$ cat config.mk
export PLATFORM = sky130hd
export DESIGN_NAME = id_ex_stage_reg
export DESIGN_NICKNAME = d
export VERILOG_FILES = /design/src/rtl/id_ex_stage_reg.sv
export SDC_FILE = /design/constraint.sdc
export NUM_CORES = 1
export LEC_CHECK = 0
export ABC_AREA = 1
export CAP_MARGIN = 20
export CELL_PAD_IN_SITES_DETAIL_PLACEMENT = 0
export CELL_PAD_IN_SITES_GLOBAL_PLACEMENT = 1
export CORE_ASPECT_RATIO = 1.5
export CORE_MARGIN = 3
export CORE_UTILIZATION = 27
export CTS_BUF_LIST = sky130_fd_sc_hd__clkbuf_4 sky130_fd_sc_hd__clkbuf_8 sky130_fd_sc_hd__clkbuf_16
export DETAILED_ROUTE_END_ITERATION = 8
export PLACE_DENSITY = 0.9
export SLEW_MARGIN = 25
export SYNTH_ARGS = -nofsm -noshare
export SYNTH_HDL_FRONTEND = slang
export SYNTH_SLANG_ARGS = --single-unit
$ cat constraint.sdc
create_clock -name clk -period 2 [get_ports clk]
set_clock_uncertainty 0.15 [all_clocks]
set_input_delay 0.4 -clock clk [delete_from_list [all_inputs] [get_ports clk]]
set_output_delay 0.4 -clock clk [all_outputs]
set_load 0.005 [all_outputs]
$ cat src/rtl/id_ex_stage_reg.sv
// ID/EX pipeline register with load-use hazard detection,
// flush squashing and a saturating bubble counter.
module id_ex_stage_reg #(
  parameter int DATA_W = 32,
  parameter int CNT_W  = 16
) (
  input  logic              clk,
  input  logic              rst_n,
  input  logic              flush,
  input  logic              RegWriteID,
  input  logic              MemReadID,
  input  logic              MemWriteID,
  input  logic              MemToRegID,
  input  logic              ALUSrcID,
  input  logic              RegDstID,
  input  logic [2:0]        ALUOpID,
  input  logic [DATA_W-1:0] ReadData1ID,
  input  logic [DATA_W-1:0] ReadData2ID,
  input  logic [DATA_W-1:0] ImmID,
  input  logic [4:0]        RsIFID,
  input  logic [4:0]        RtIFID,
  input  logic [4:0]        RdIFID,
  output logic              stall,
  output logic              RegWriteIDEX,
  output logic              MemReadIDEX,
  output logic              MemWriteIDEX,
  output logic              MemToRegIDEX,
  output logic              ALUSrcIDEX,
  output logic              RegDstIDEX,
  output logic [2:0]        ALUOpIDEX,
  output logic [DATA_W-1:0] ReadData1IDEX,
  output logic [DATA_W-1:0] ReadData2IDEX,
  output logic [DATA_W-1:0] ImmIDEX,
  output logic [4:0]        RsIDEX,
  output logic [4:0]        RtIDEX,
  output logic [4:0]        RdIDEX,
  output logic [4:0]        DestIDEX,
  output logic              ValidIDEX,
  output logic [CNT_W-1:0]  bubble_cnt
);

  typedef struct packed {
    logic       rw;
    logic       mr;
    logic       mw;
    logic       mtr;
    logic       src;
    logic       rdst;
    logic [2:0] op;
  } ctrl_t;

  localparam logic [CNT_W-1:0] CNT_MAX = '1;

  ctrl_t             r_ctrl;
  logic [DATA_W-1:0] r_d1;
  logic [DATA_W-1:0] r_d2;
  logic [DATA_W-1:0] r_imm;
  logic [4:0]        r_rs;
  logic [4:0]        r_rt;
  logic [4:0]        r_rd;
  logic              r_valid;
  logic [CNT_W-1:0]  r_cnt;

  ctrl_t             w_ctrl_in;
  logic              w_stall;
  logic              w_bubble;

  assign w_ctrl_in = '{
    rw:   RegWriteID,
    mr:   MemReadID,
    mw:   MemWriteID,
    mtr:  MemToRegID,
    src:  ALUSrcID,
    rdst: RegDstID,
    op:   ALUOpID
  };

  // Only a real load in EX with a nonzero target can hazard.
  assign w_stall = r_valid & r_ctrl.mr & (r_rt != 5'd0) &
                   ((r_rt == RsIFID) | (r_rt == RtIFID));

  assign w_bubble = flush | w_stall;

  always_ff @(posedge clk or negedge rst_n) begin
    if (!rst_n) begin
      r_ctrl  <= '0;
      r_d1    <= '0;
      r_d2    <= '0;
      r_imm   <= '0;
      r_rs    <= '0;
      r_rt    <= '0;
      r_rd    <= '0;
      r_valid <= 1'b0;
      r_cnt   <= '0;
    end else begin
      r_d1  <= ReadData1ID;
      r_d2  <= ReadData2ID;
      r_imm <= ImmID;
      r_rs  <= RsIFID;
      r_rt  <= RtIFID;
      r_rd  <= RdIFID;
      if (w_bubble) begin
        r_ctrl  <= '0;
        r_valid <= 1'b0;
        if (r_cnt != CNT_MAX)
          r_cnt <= r_cnt + CNT_W'(1);
      end else begin
        r_ctrl  <= w_ctrl_in;
        r_valid <= 1'b1;
      end
    end
  end

  assign stall         = w_stall;
  assign RegWriteIDEX  = r_ctrl.rw;
  assign MemReadIDEX   = r_ctrl.mr;
  assign MemWriteIDEX  = r_ctrl.mw;
  assign MemToRegIDEX  = r_ctrl.mtr;
  assign ALUSrcIDEX    = r_ctrl.src;
  assign RegDstIDEX    = r_ctrl.rdst;
  assign ALUOpIDEX     = r_ctrl.op;
  assign ReadData1IDEX = r_d1;
  assign ReadData2IDEX = r_d2;
  assign ImmIDEX       = r_imm;
  assign RsIDEX        = r_rs;
  assign RtIDEX        = r_rt;
  assign RdIDEX        = r_rd;
  assign DestIDEX      = r_ctrl.rdst ? r_rd : r_rt;
  assign ValidIDEX     = r_valid;
  assign bubble_cnt    = r_cnt;

endmodule
==> qor.txt, run 1 <==
die height: 162 um
Peak Freq: 483 MHz
cell taking the most area after synthesis: dfrtp_1
fillers: 1382
top-count cell post-synth: dfrtp_1
Leak: 3.66 nW
Post-Syn Nets: 455
Crit Path Class: flop to primary output
via count: 3506
Area after DPL: 0.00736 mm2
Die Area: 0.0177 mm2
first-pass GRT wire length: 20.9 mm
fin. max-slew vios: 0
GR Overflow Total: 0
Routed wire per std cell: 16.4 um
Clk pin slew, worst setup/hold paths: 0.06 ns
failing checks: setup timing
CTS tree: yes
crit path launch type: flop
Tcrit/Tclk final: 104%
share of the synthesized area in the top cell type: 78.6%
FFs w/ async S/R, synth: 100%
final WL: 14.0 mm
Final nets: 760
initial antenna violation count: 0
Post-DRT Antenna Nets: 0
crit path launch: RtIDEX[2]
Worst Tran Pin Value: 0.379 ns
clock sink count: 137
Rel. slew slack: 74.7%
latest clock arrival within the worst-skew pair: 0.41 ns
Longest Clk Path Bufs: 2
status: complete, but fails checks
Seq cells post-synth: 137
Placer Congestion: 0.786
RSZ-0062 raised after global routing: true
Area growth syn-to-layout: 84.3%
Max Fanout on Critical Path: 5
Unique masters post-synth: 24
critical-path cell list: inv_2 -> nand2_1 -> nand2_1 -> nor2_2 -> nand3_1 -> nand2_1 -> nand2_2 -> inv_2 -> clkbuf_2
GRT Util Overall: 16.0%
IO Pins: 266
DIE WIDTH: 110 um
synth cell count leaders: 137 x dfrtp_1, 74 x nand2_1, 33 x inv_1, 25 x nor2_1, 23 x nand3_1
mean post-synth cell area: 13.2 um2
DR DRC count: 0
worst hold path type: primary input to flop
Peak VDD IR: 0.491 mV
CP max-delay cell: dfrtp_2
Crit path buffers/inverters: 3
Worst EP arrival: 1.52 ns
fin worst setup slack: -0.0708 ns
Port Buffers: 265
crit-path most repeated cell: nand2_1
Crit path required time: 1.45 ns
fin util: 51.0%
Root Buffer: clkbuf_16
CORE AREA: 0.0158 mm2
ant diodes: 0
Detail Placement HPWL: 11.1 mm
Syn. warnings: 0
1st-iter DRT viols: 92
final hold viol count: 0
Core Rows: 56
Worst Setup End Kind: primary output
CTS Buf Count: 17
Post-Syn Instances: 331
Seq/Total Area, Yosys: 78.6%
Setup TNS: -0.0708 ns
top area cells in the synthesized netlist: dfrtp_1 79%, nand2_1 6.4%, inv_1 2.8%
Placement Setup Slack: -0.581 ns
kind of cell adding the most delay to the critical path: simple AND/OR/NAND/NOR gates
Synth Flop Type: dfrtp_1
worst flop-to-flop path startpoint: RtIDEX[2]
number of synthesized flops with an enable pin: 0
vias in the first global route: 3734
number of vias per cell: 4.12
htree depth: 4
Final Instance Area: 0.00804 mm2
Max stage delay on crit path: 0.43 ns
# setup viols final: 1
first-pass detailed-route iteration total: 4
Design Power: 6.93 mW
Pwr Density: 863 mW/mm2
cell area after synthesis: 0.00436 mm2
hold_sp: RtIFID[1]
pin count of the biggest net entering global routing: 54
Tmin final: 2.07 ns
starting density of the core: 27.7%
max capacitance violation total: 0
layout cell share with drive strength beyond 1: 14.3%
[state kept, by name, indices dropped and copies added, names as in the netlist]
register,count
ALUOpIDEX,3
ALUSrcIDEX,1
ImmIDEX,32
MemReadIDEX,1
MemToRegIDEX,1
MemWriteIDEX,1
RdIDEX,5
ReadData1IDEX,32
ReadData2IDEX,32
RegDstIDEX,1
RegWriteIDEX,1
RsIDEX,5
RtIDEX,5
ValidIDEX,1
bubble_cnt,16
[power breakdown]
part | switching (mW) | internal (mW)
registers | 0.107 | 2.94
clock network | 1.30 | 1.66
logic | 0.328 | 0.599
[worst paths after layout]
check                                     end  slack, ns  cells after the start
worst max-delay path                    stall      -0.07                      9
worst min-delay path                RtIDEX[1]       0.13                      1
worst max register to register  bubble_cnt[9]       0.09                     12
worst min register to register  bubble_cnt[9]       0.38                      2
max in group asynchronous         ImmIDEX[17]       0.79                      3
min in group asynchronous           RsIDEX[4]       0.31                      2
[cell type report]
cell class | count | area, um2 | area share [%]
repair buffers | 292 | 2860 | 35.6
flip-flops and latches | 137 | 3440 | 42.8
clock inverters | 14 | 130 | 1.62
clock buffers | 18 | 433 | 5.39
multi-input cells | 154 | 790 | 9.82
inverters | 34 | 130 | 1.62
well taps | 203 | 254 | 3.16
[logic make-up after synthesis]
family,Yosys count,synth area share (%)
DFF,137,78.6
and+or+nand+nor,135,13.7
buffers and inverters,40,4.07
xor gates and xnor gates,13,2.61
AOI/OAI and AO/OA,4,0.459
muxes,1,0.258
adders and majority gates,1,0.287
[cell usage in the layout, fill, tap and decap left out, types with 2 or more instances in the layout]
master and instances:
dlymetal6s2s_1 2, nor2_2 2, clkbuf_2 4, dfrtp_2 11
dfrtp_1 126, dlygate4sd2_1 7, nand2_2 2, clkbuf_16 17
o21ai_0 2, xor2_1 7, nand3_1 23, inv_1 29
clkinvlp_4 2, buf_6 3, nand2_1 72, nor3_4 2
inv_2 4, nor2_4 2, nand4_1 4, nor2_1 23
buf_4 24, clkinv_4 4, o21ai_1 2, xnor2_1 6
buf_12 2, inv_6 4, clkdlybuf4s50_1 247, inv_8 4
[per-stage QoR]
stage,hold slack (ns),cells
floorplan,-0.0456,331
global placement,0.183,808
detailed placement,0.185,808
CTS,0.0999,848
global route,0.111,852
finish,0.127,852
[routing by layer]
metal / GRT usage, % / wire length [um] / vias up
li1: - / - / 1634
met1: 16.2 / 4680 / 1681
met2: 29.0 / 7810 / 165
met3: 5.81 / 1170 / 26
met4: 6.86 / 344 / 0
met5: 0 / 0 / -
[what timing repair did]
| item | in CTS | in global routing |
|---|---|---|
| endpoints found under the setup margin | 13 | 19 |
| setup buffers | 7 | 4 |
| gates resized for setup | 30 | 26 |
| hold endpoints to repair | 33 | 0 |
| pin swaps | 1 | 5 |
| hold buffers | 1 | 0 |
(Power assumes the default switching activity.)
==> inputs of run 2 (changes only) <==
--- a/config.mk
+++ b/config.mk
@@ -13,6 +13,7 @@
 export CORE_MARGIN = 3
 export CORE_UTILIZATION = 27
 export CTS_BUF_LIST = sky130_fd_sc_hd__clkbuf_4 sky130_fd_sc_hd__clkbuf_8 sky130_fd_sc_hd__clkbuf_16
+export CTS_CLUSTER_DIAMETER = 150
 export DETAILED_ROUTE_END_ITERATION = 8
 export PLACE_DENSITY = 0.9
 export SLEW_MARGIN = 25
==> results of run 2 <==
Same layout as run 1: the final DEF is identical, and so are final timing and power.
==> RTL edit 1, RTL diff (config.mk and constraints of run 2) <==
Make the reset (`rst_n`) synchronous in one clocked block.
--- a/src/rtl/id_ex_stage_reg.sv
+++ b/src/rtl/id_ex_stage_reg.sv
@@ -83,3 +83,3 @@
 
-  always_ff @(posedge clk or negedge rst_n) begin
+  always_ff @(posedge clk) begin
     if (!rst_n) begin
Check against the original RTL: differs if rst_n is asserted again (counterexample within 4 cycles, from zero or initial values and one cycle with rst_n low); with rst_n held inactive, the same outputs for 10 cycles.
==> RTL edit 1 against run 2 <==
- the flow still finishes with violations (negative setup slack)
- setup slack improved by 0.054 ns
- sequential power fell by 5%
- wire length down 4.3%
- sequential cell count is the same
- synthesized area up 5.0%
- cell area rose by 2.4%
- synthesized cell count grew 75%
- total power shrank 2.4%
- core utilization decreased by 0.83 points
- largest cell class is now buffers
- largest power group is now the clock network
- highest routed layer unchanged
==> RTL edit 1: results (changes against run 2) <==
Hold Crit Start RtIFID[0]; post-layout util 0.501 (-0.00831); Hold Worst Slack 0.0974 ns (-0.0293 ns); post-CTS setup buffer count 0 (-7); failing checks negative setup slack; met1 Usage GRT 0.137 (-0.0247); detailed-route via count 4236 (+21%); Arr. time, crit path 1.47 ns (-0.05 ns); mean post-synth cell area 7.92 sq um (-40%); Hold Path Sink RtIDEX[0]$_SDFF_PN0_; Critical R2R Capture bubble_cnt[14]$_SDFFE_PN0P_; power per cell area 823 mW/mm^2 (-4.6%); worst vdd ir 0.000498 V (+1.5%); CP max stage delay 0.37 ns (-0.06 ns); GR Util All Layers 0.144 (-0.0162); status finished with violations; Setup crit start RtIDEX[0]$_SDFF_PN0_; top cells by area, synth dfxtp_1 (60%), nand2_1 (14%), inv_1 (12%); P_int 5310 uW (+2.2%); gpl congestion 0.803 (+2.1%); pin count of the biggest net entering global routing 46 (-15%); vias in the first global route 3980 (+6.6%); Sum Neg Setup Slack -0.0163 ns (+0.0545 ns); Adder-Cell Fraction of Synth Area 0.00273 (-0.000136); Synthesized Nets 702 (+54%); dpl ws -0.509 ns (+0.0714 ns); Async SR Flop Fraction 0 (-1.00); Worst Reg-to-Reg Cells 8 (-4); hold-critical path depth 3 (+2); Synth Area in XOR/XNOR 0.00383 (-0.0223); fin worst setup slack -0.0163 ns (+0.0545 ns); Resized cells post-CTS 17 (-43%); Most used DFF post-synth dfxtp_1; total length of routed met3 wires 1.13 mm (-4.1%); met3 GRT Util 0.0653 (+0.00721); layout cell share with drive strength beyond 1 0.0891 (-0.0542); hpwl dp 10.7 mm (-3.3%); met2 wire len 7.37 mm (-5.6%); Final setup viols 1 (unchanged)
==> RTL edit 1: changes by cell type in the layout (fill, tap and decap cells not counted), moves of 7 or more <==
cell / delta
a21oi_1: +18
buf_4: -8
dfrtp_1: -126
dfrtp_2: -11
dfxtp_1: +131
inv_1: +114
nand2_1: +98
nor2_1: +11
xor2_1: -7
==> RTL edit 1: how the worst max path moves through the flow <==
stage	depth (start not counted)	to	slack (ns)
floorplan	9	bubble_cnt[4]$_SDFFE_PN0P_	0.40
CTS	10	stall	-0.22
global placement	10	stall	-0.50
finish	8	stall	-0.02
detailed placement	10	stall	-0.51
global route	8	stall	-0.12
==> RTL edit 1: cell type report <==
cell class | count | share of cell area
inverters | 149 | 0.0680
well taps | 206 | 0.0313
clock inverters | 10 | 0.0145
flip-flops and latches | 137 | 0.336
multi-input cells | 273 | 0.144
repair buffers | 286 | 0.349
diodes | 2 | 0.000608
clock buffers | 20 | 0.0567
==> RTL edit 2, RTL diff (flow settings as in run 2) <==
Made on the original files. `DATA_W`: 32 -> 64.
--- a/src/rtl/id_ex_stage_reg.sv
+++ b/src/rtl/id_ex_stage_reg.sv
@@ -3,3 +3,3 @@
 module id_ex_stage_reg #(
-  parameter int DATA_W = 32,
+  parameter int DATA_W = 64,
   parameter int CNT_W  = 16
Ports: changed (6 resized); port bits go from 266 to 458. The function was not compared with the original's and may differ.
==> RTL edit 2 against run 2 <==
- the run still ends with negative setup slack left
- sequential cell count up 96
- global-route usage rose by 0.89 points
- die area increased by 52%
- count of clock-buffer cells in the layout up 10
- first-iteration DRC count is 25% higher
- synthesized area increased by 55%
- cell area grew 62%
- total power is 58% higher
- synthesized cell count is 29% higher
- setup slack got worse by 0.10 ns
- final cell count increased by 52%
- wire length grew 71%
- via count up 49%
==> RTL edit 2: results (changes against run 2) <==
Sum Neg Setup Slack -0.175 ns (-0.105 ns); DRT iter0 DRCs 115 (+25%); dpl ws -0.604 ns (-0.0230 ns); Global Route met2 Usage 0.296 (+0.00618); Num CTS Buffers 23 (+6); tap cells 324 (+60%); bufs w/o clock 507 (+74%); first-pass GRT wire length 33.7 mm (+61%); initial antenna violation count 11 (+11); later-pin clock latency in the skew report 0.51 ns (+0.10 ns); fin worst setup slack -0.175 ns (-0.105 ns); met2 wire len 12.2 mm (+56%); clock-net power 4370 uW (+48%); drt pass-1 iters 6 (+2); Placed Instance Area 0.0119 sq mm (+62%); detailed-route via count 5208 (+49%); ClkCell Share 0.0596 (-0.0105); Synthesized Nets 647 (+42%); switching fraction of total power 0.217 (-0.0335); total length of routed met3 wires 3.17 mm (+170%); worst vdd ir 0.000720 V (+47%); top sig layer met5; Multi-In Gates 155 (+0.65%); WL/cell 18.5 um (+12%); FF+latch area 0.00584 sq mm (+70%); top cells by area, synth dfrtp_1 (86%), nand2_1 (4.1%), inv_1 (1.8%); Pleak 0.00584 uW (+60%); gpl congestion 0.818 (+4.0%); vias in the first global route 5449 (+46%); met3 GRT Util 0.0885 (+0.0305); status finished with violations; Final setup viols 2 (+1); pin count of the biggest net entering global routing 49 (-9.3%); register area share after synthesis 0.862 (+0.0760); H-tree Lvls 1 (-3); Worst-Margin Slew 0.430 ns (+0.0512 ns); Area Growth Syn to Fin 92.7%; GR Util All Layers 0.169 (+0.00886); met1 Usage GRT 0.166 (+0.00400); Inserted Diodes 3 (+3); Finished Layout Cells 1297 (+52%); multi-input gate share of total cell area 0.0634 (-0.0348); met1 wire length 7.65 mm (+64%); Clock Sink Count 233 (+70%); port bufs 457 (+72%); FILL cells 2060 (+49%); layout cell share with drive strength beyond 1 0.132 (-0.0113); Clock Power Share 0.399 (-0.028); failing checks negative setup slack; Arr. time, crit path 1.63 ns (+0.11 ns); Data buffer area share 0.387 (+0.0313)
RTL edit 2: cell types whose count changed after synthesis, sizes merged:
| cell | delta |
|---|---|
| dfrtp | +96 |
RTL edit 2: timing repair:
item,in CTS,in global routing
pin swaps,4,5
buffers inserted,23,4
endpoints found under the setup margin,39,33
hold endpoints to repair,51,0
gates cloned,0,3
hold buffers,1,0
gates resized for setup,69,16
RTL edit 2: critical path, stage by stage, from the launching register on:
cell and delay [ns]:
dfrtp_2 0.44, buf_6 0.13, nand2_4 0.04, inv_2 0.03
nor2_1 0.07, nor2_1 0.06, nand3_1 0.06, nand2_1 0.06
nand2_2 0.06, inv_1 0.03, buf_2 0.12
RTL edit 2: final timing paths:
| kind | startpoint | slack [ns] | depth (start not counted) | end |
|---|---|---|---|---|
| min in group asynchronous | rst_n | 0.25 | 2 | ImmIDEX[31]$_DFF_PN0_ |
| max in group asynchronous | rst_n | 0.86 | 3 | ReadData1IDEX[48]$_DFF_PN0_ |
| setup reg to reg | bubble_cnt[1]$_DFFE_PN0P_ | 0.15 | 10 | bubble_cnt[4]$_DFFE_PN0P_ |
| hold / removal | RsIFID[3] | 0.10 | 1 | RsIDEX[3]$_DFF_PN0_ |
| setup / recovery | RtIDEX[0]$_DFF_PN0_ | -0.18 | 10 | stall |
| hold reg to reg | bubble_cnt[9]$_DFFE_PN0P_ | 0.37 | 2 | bubble_cnt[9]$_DFFE_PN0P_ |
RTL edit 2: cells by family (layout without fill, tap and decap cells):
group                    Yosys count  count (layout)  synth area share
other                              0               3                 0
multiplexers                       1               1           0.00166
XOR/XNOR                          13              13            0.0168
AND/OR/NAND/NOR                  135             136            0.0884
buffers and inverters             40             582            0.0263
adder cells (fa/ha/maj)            1               1           0.00185
flip-flops                       233             233             0.862
AO/OA/AOI/OAI                      4               4           0.00296
